## config.mk

```make
export PLATFORM = sky130hd
export DESIGN_NAME = instruction_fetch_unit
export DESIGN_NICKNAME = d
export VERILOG_FILES = /design/src/rtl/instruction_fetch_unit_pkg.sv /design/src/rtl/instruction_fetch_unit_fetch_buffer.sv /design/src/rtl/instruction_fetch_unit.sv
export SDC_FILE = /design/constraint.sdc
export NUM_CORES = 1
export LEC_CHECK = 0
export BUFFER_PORTS_ARGS = -buffer_cell sky130_fd_sc_hd__buf_2
export CORE_ASPECT_RATIO = 1.75
export CORE_MARGIN = 10
export CORE_UTILIZATION = 57
export DETAILED_ROUTE_END_ITERATION = 8
export PLACE_DENSITY = 0.85
export SYNTH_ARGS = -nofsm -noshare
export SYNTH_HDL_FRONTEND = slang
export SYNTH_HIERARCHICAL = 1
export SYNTH_SLANG_ARGS = --single-unit
```

## constraint.sdc

```tcl
create_clock -name clk -period 3.55 [get_ports clk]
set_input_delay 0.1775 -clock clk [delete_from_list [all_inputs] [get_ports clk]]
set_output_delay 0.1775 -clock clk [all_outputs]
set_load 0.02 [all_outputs]
```

## src/rtl/instruction_fetch_unit_pkg.sv

```systemverilog
// Shared constants for the instruction fetch unit and its buffer.
package instruction_fetch_unit_pkg;

  localparam int unsigned IFU_XLEN       = 32;
  localparam logic [31:0] IFU_RESET_PC   = 32'h0000_0000;
  localparam int unsigned IFU_FIFO_DEPTH = 2;
  localparam int unsigned INST_BYTES     = 4;
  localparam logic [31:0] NOP            = 32'h0000_0013;

  function automatic int unsigned cnt_width(input int unsigned depth);
    return $clog2(depth + 1);
  endfunction

endpackage

```

## src/rtl/instruction_fetch_unit_fetch_buffer.sv

```systemverilog
// Small synchronous FIFO holding fetched {word, pc} pairs.
// Flush wins over push/pop; push while full is accepted only alongside a pop.
module instruction_fetch_unit_fetch_buffer
  import instruction_fetch_unit_pkg::*;
#(
  parameter int unsigned WIDTH = 64,
  parameter int unsigned DEPTH = 2
) (
  input  logic                        clk,
  input  logic                        rst_n,
  input  logic                        flush,
  input  logic                        push,
  input  logic                        pop,
  input  logic [WIDTH-1:0]            wdata,
  output logic [WIDTH-1:0]            rdata,
  output logic                        full,
  output logic                        empty,
  output logic [cnt_width(DEPTH)-1:0] count
);

  localparam int unsigned PW = (DEPTH > 1) ? $clog2(DEPTH) : 1;
  localparam int unsigned CW = cnt_width(DEPTH);

  logic [WIDTH-1:0] mem_q [DEPTH];
  logic [WIDTH-1:0] mem_d [DEPTH];
  logic [PW-1:0]    wr_q, wr_d;
  logic [PW-1:0]    rd_q, rd_d;
  logic [CW-1:0]    cnt_q, cnt_d;
  logic             do_push;
  logic             do_pop;

  function automatic logic [PW-1:0] inc(input logic [PW-1:0] p);
    return (p == PW'(DEPTH - 1)) ? '0 : p + PW'(1);
  endfunction

  assign empty   = (cnt_q == '0);
  assign full    = (cnt_q == CW'(DEPTH));
  assign count   = cnt_q;
  assign do_pop  = pop && !empty;
  assign do_push = push && (!full || do_pop);
  assign rdata   = empty ? '0 : mem_q[rd_q];

  always_comb begin
    mem_d = mem_q;
    wr_d  = wr_q;
    rd_d  = rd_q;
    cnt_d = cnt_q;
    if (flush) begin
      wr_d  = '0;
      rd_d  = '0;
      cnt_d = '0;
    end else begin
      if (do_push) begin
        mem_d[wr_q] = wdata;
        wr_d        = inc(wr_q);
      end
      if (do_pop) begin
        rd_d = inc(rd_q);
      end
      unique case ({do_push, do_pop})
        2'b10:   cnt_d = cnt_q + CW'(1);
        2'b01:   cnt_d = cnt_q - CW'(1);
        default: cnt_d = cnt_q;
      endcase
    end
  end

  always_ff @(posedge clk or negedge rst_n) begin
    if (!rst_n) begin
      for (int i = 0; i < int'(DEPTH); i++) begin
        mem_q[i] <= '0;
      end
      wr_q  <= '0;
      rd_q  <= '0;
      cnt_q <= '0;
    end else begin
      mem_q <= mem_d;
      wr_q  <= wr_d;
      rd_q  <= rd_d;
      cnt_q <= cnt_d;
    end
  end

endmodule

```

## src/rtl/instruction_fetch_unit.sv

```systemverilog
// Fetch PC owner: credit-limited imem requests, response buffering,
// and redirect handling that drops responses still in flight.
module instruction_fetch_unit
  import instruction_fetch_unit_pkg::*;
#(
  parameter int unsigned     XLEN       = IFU_XLEN,
  parameter logic [XLEN-1:0] RESET_PC   = XLEN'(IFU_RESET_PC),
  parameter int unsigned     FIFO_DEPTH = IFU_FIFO_DEPTH
) (
  input  logic            clk,
  input  logic            rst_n,
  input  logic            redirectValid,
  input  logic [XLEN-1:0] redirectPc,
  output logic            imemReqValid,
  output logic [XLEN-1:0] imemReqAddr,
  input  logic            imemReqReady,
  input  logic            imemRespValid,
  input  logic [XLEN-1:0] imemRespData,
  output logic            instValid,
  output logic [XLEN-1:0] instData,
  output logic [XLEN-1:0] instPc,
  input  logic            instReady
);

  localparam int unsigned     CW   = cnt_width(FIFO_DEPTH);
  localparam logic [XLEN-1:0] STEP = XLEN'(INST_BYTES);
  localparam logic [CW:0]     CAP  = (CW+1)'(FIFO_DEPTH);

  logic [XLEN-1:0]   fetch_pc_q, fetch_pc_d;
  logic [XLEN-1:0]   resp_pc_q, resp_pc_d;
  logic [CW-1:0]     outst_q, outst_d;
  logic [CW-1:0]     drop_q, drop_d;
  logic [CW-1:0]     occ;
  logic [CW:0]       credit;
  logic [2*XLEN-1:0] head;
  logic [XLEN-1:0]   target;
  logic              buf_full;
  logic              buf_empty;
  logic              accept;
  logic              push;
  logic              pop;
  logic              unused_bits;

  assign unused_bits = ^redirectPc[1:0];
  assign target      = {redirectPc[XLEN-1:2], 2'b00};

  // Buffered plus in-flight never exceeds the buffer depth.
  assign credit       = {1'b0, occ} + {1'b0, outst_q};
  assign imemReqValid = rst_n && !redirectValid && !buf_full
                        && (credit < CAP);
  assign imemReqAddr  = fetch_pc_q;
  assign accept       = imemReqValid && imemReqReady;

  assign push = imemRespValid && (drop_q == '0) && !redirectValid;
  assign pop  = instValid && instReady && !redirectValid;

  assign instValid = !buf_empty;
  assign instData  = head[2*XLEN-1:XLEN];
  assign instPc    = head[XLEN-1:0];

  instruction_fetch_unit_fetch_buffer #(
    .WIDTH (2 * XLEN),
    .DEPTH (FIFO_DEPTH)
  ) u_buf (
    .clk   (clk),
    .rst_n (rst_n),
    .flush (redirectValid),
    .push  (push),
    .pop   (pop),
    .wdata ({imemRespData, resp_pc_q}),
    .rdata (head),
    .full  (buf_full),
    .empty (buf_empty),
    .count (occ)
  );

  always_comb begin
    fetch_pc_d = fetch_pc_q;
    resp_pc_d  = resp_pc_q;
    drop_d     = drop_q;
    outst_d    = outst_q + CW'(accept) - CW'(imemRespValid);
    if (redirectValid) begin
      fetch_pc_d = target;
      resp_pc_d  = target;
      drop_d     = outst_q - CW'(imemRespValid);
    end else begin
      if (accept) begin
        fetch_pc_d = fetch_pc_q + STEP;
      end
      if (imemRespValid) begin
        if (drop_q != '0) begin
          drop_d = drop_q - CW'(1);
        end else begin
          resp_pc_d = resp_pc_q + STEP;
        end
      end
    end
  end

  always_ff @(posedge clk or negedge rst_n) begin
    if (!rst_n) begin
      fetch_pc_q <= RESET_PC;
      resp_pc_q  <= RESET_PC;
      outst_q    <= '0;
      drop_q     <= '0;
    end else begin
      fetch_pc_q <= fetch_pc_d;
      resp_pc_q  <= resp_pc_d;
      outst_q    <= outst_d;
      drop_q     <= drop_d;
    end
  end

endmodule

```

==> metrics.cfg <==
[outcome]
outcome=complete, no violations

[yosys]
yosysWarnings=6
netlist_instances=855
synth_top_flop_cell=dfrtp_1
syn_area_mm2=0.00995
ys_seq_elements=196
synth_edf_count=0
async_reset_ff_share_pct=100
synth.avg_cell_area_um2=11.6
muxShareOfSynthArea_pct=23.3
synth_compound_area_share_pct=6.56
yosys.area_share.adder_pct=0.955
yosys.cell_types.count=56
ys_seq_area_share_pct=49.3
synth_top_family_by_area=multiplexers
synth_xor_area_share_pct=2.99
synthSimpleGateAreaFrac_pct=13.7

[timing]
finalCritPeriodShare_pct=85.1
tns_ps=0
rsz0062_at_grt=false
hold_viol=0
setup_viol=0
tightest_slew_ps=1020
timing.fmax_mhz=331
drv_slew=0
skew_ps=18.7
period_minus_slack_ps=3020
slew_headroom_pct=32.2
fin_worst_hold_slack_ps=6.37

[cells_and_area]
nNetsFinal=1137
fillers=1236
diodes=0
layout_common_cells=dfrtp_1 (195), buf_2 (162), nor2_1 (80), mux2_2 (80), mux2i_1 (68)
area_delta_synth_final_pct=20.7
fin_util_pct=70.6
mostFrequentLayoutCell=dfrtp_1
drive_above_1_share_pct=33.4
final-instance-count-excl-fill=1300

[setup_path]
cp_max_fo=14
startpoint_type=register
crit_family=adder cells
crit_buf_inv=2
required_ps=3910
arrival_ps=3380
cp_slowest_cell=or4b_1
end_kind=register
cpPeakStageDelay_ps=570
crit_type=reg -> reg
crit_chain=and2_1 -> fa_1 -> or4b_1 -> nor2_1 -> inv_1 -> ha_1 -> inv_1 -> ha_1 -> xnor2_1 -> xnor2_1

[drt]
route.detailed.drc=0
wl_um=25500
ant_nets=0
vias=7500
wl_per_cell_um=19.6
detail_route.vias_per_cell=5.77
drt-initial-drc-count=534
drtPass1Iterations=4

[global_routing]
grt_pass1_vias=7914
gr-max-usage-layer=met2
gr-usage-met1_pct=23.9
grt_max_degree=80
grt-ovfl-total=0
gr-usage-met3_pct=3.89
grtUsageMet2_pct=38.9
antenna_found_initial=0
grt_pass1_wl_um=40900
grt_usage_pct=21.6

[clock_tree]
clkSinkCount=196
clk_latency_ps=430
htree_levels=4
cts_made_buffers=17
cts.path.max_buffers=2
clkTransAtPathRegs_ps=80
cts_tree=yes
cts-root-buf=clkbuf_16
postCtsSetupBuffers=0

[pwr]
ir_drop_mv=0.356
p_leak_nw=5.61
p_per_area_mw_per_mm2=574

[placed_design]
dp_hpwl_um=17800
portBuffers=163
dp.cells=1219
gp_congestion=0.949

[die]
num_rows=63
coreArea_mm2=0.0170
die-area_mm2=0.0234
pin_count=168
die_x_um=120
die_h_um=195
initial_core_util_pct=58.5

[job]
max-cap-violations=0

[worst_hold_path]
hold_path_class=in -> reg

through the flow:
| step | setup slack (ps) | cell area, um^2 | total power, mW |
|---|---|---|---|
| after floorplan | 773 | 9970 | 4.52 |
| after global placement | 585 | 11000 | 4.95 |
| after detailed placement | 551 | 11000 | 5.07 |
| after CTS | 552 | 12000 | 6.93 |
| after global routing | 405 | 12000 | 7.26 |
| final | 530 | 12000 | 6.89 |
sequential cells by signal, summed over array words and instances (netlist names):
name         cells
u_buf/wr_q       1
drop_q           2
resp_pc_q       30
u_buf/rd_q       1
u_buf/count      2
outst_q          2
u_buf/mem_q    128
imemReqAddr     30
timing repair:
action | in CTS | in global routing
endpoints found under the hold margin | 125 | 0
resized for setup | 0 | 0
hold buffers | 49 | 0
setup endpoints to repair | 0 | 0
cells by family (layout without fill, tap and decap cells):
kind of cell             count (synthesis)  after routing
AO/OA/AOI/OAI                          100            100
AND/OR/NAND/NOR                        256            256
buffers and inverters                   64            277
flip-flops                             196            196
other                                    1              6
XOR/XNOR                                34             34
adder cells (fa/ha/maj)                  7              7
multiplexers                           197            197
Yosys cell counts, drive strengths merged (10+ instances only):
master  instances  share of area [%]
dfrtp         196                 49
mux2          129                 16
nor2           81                3.1
mux2i          68                6.8
nand2          61                2.3
o21ai          40                2.0
buf            31                2.0
nand3          27                1.5
nand4          25                1.7
xnor2          18                1.6
clkbuf         17               0.64
xor2           16                1.4
inv            15               0.57
o311ai         15                1.3
o211ai         14                1.1
and3           12               0.75
a21oi          10               0.50
report_power, final:
group | leakage (nW) | internal, mW | switching (mW)
clock network | 0.262 | 0.919 | 0.882
logic | 2.85 | 0.989 | 0.825
registers | 2.50 | 2.83 | 0.444
total | 5.61 | 4.74 | 2.15
final timing paths:
path                                                   from                          end  slack (ps)  cells after the start
worst max-delay path             u_buf/count[0]$_DFFE_PN0P_         outst_q[1]$_DFF_PN0_         530                     10
worst min-delay path                         redirectPc[10]    resp_pc_q[10]$_DFFE_PN0P_           6                      3
worst max register to register   u_buf/count[0]$_DFFE_PN0P_         outst_q[1]$_DFF_PN0_         530                     10
worst min register to register  u_buf/mem_q[49]$_DFFE_PN0P_  u_buf/mem_q[49]$_DFFE_PN0P_         510                      1
max in group asynchronous                             rst_n       u_buf/rd_q$_DFFE_PN0P_        1750                      4
min in group asynchronous                             rst_n     resp_pc_q[3]$_DFFE_PN0P_         510                      3
layout make-up:
cell class	count	area [um^2]	share of cell area (%)
Clock inverter	14	116	0.969
Multi-Input combinational cell	600	4760	39.6
Clock buffer	18	429	3.57
Inverter	16	60.1	0.500
Sequential cell	196	4910	40.9
Tap cell	227	284	2.36
Timing Repair Buffer	229	1460	12.1
tightest hold or removal path, stage by stage:
cell,delay (ps)
buf_2,80
nand2_1,70
o21ai_0,70
metal layers:
layer	up-vias	part of all wire [%]
met1	3741	38
li1	3479	-
met2	232	54
met5	-	0
met4	0	3.4
met3	48	4.0
Note: power is estimated with default switching activity, not from simulation.
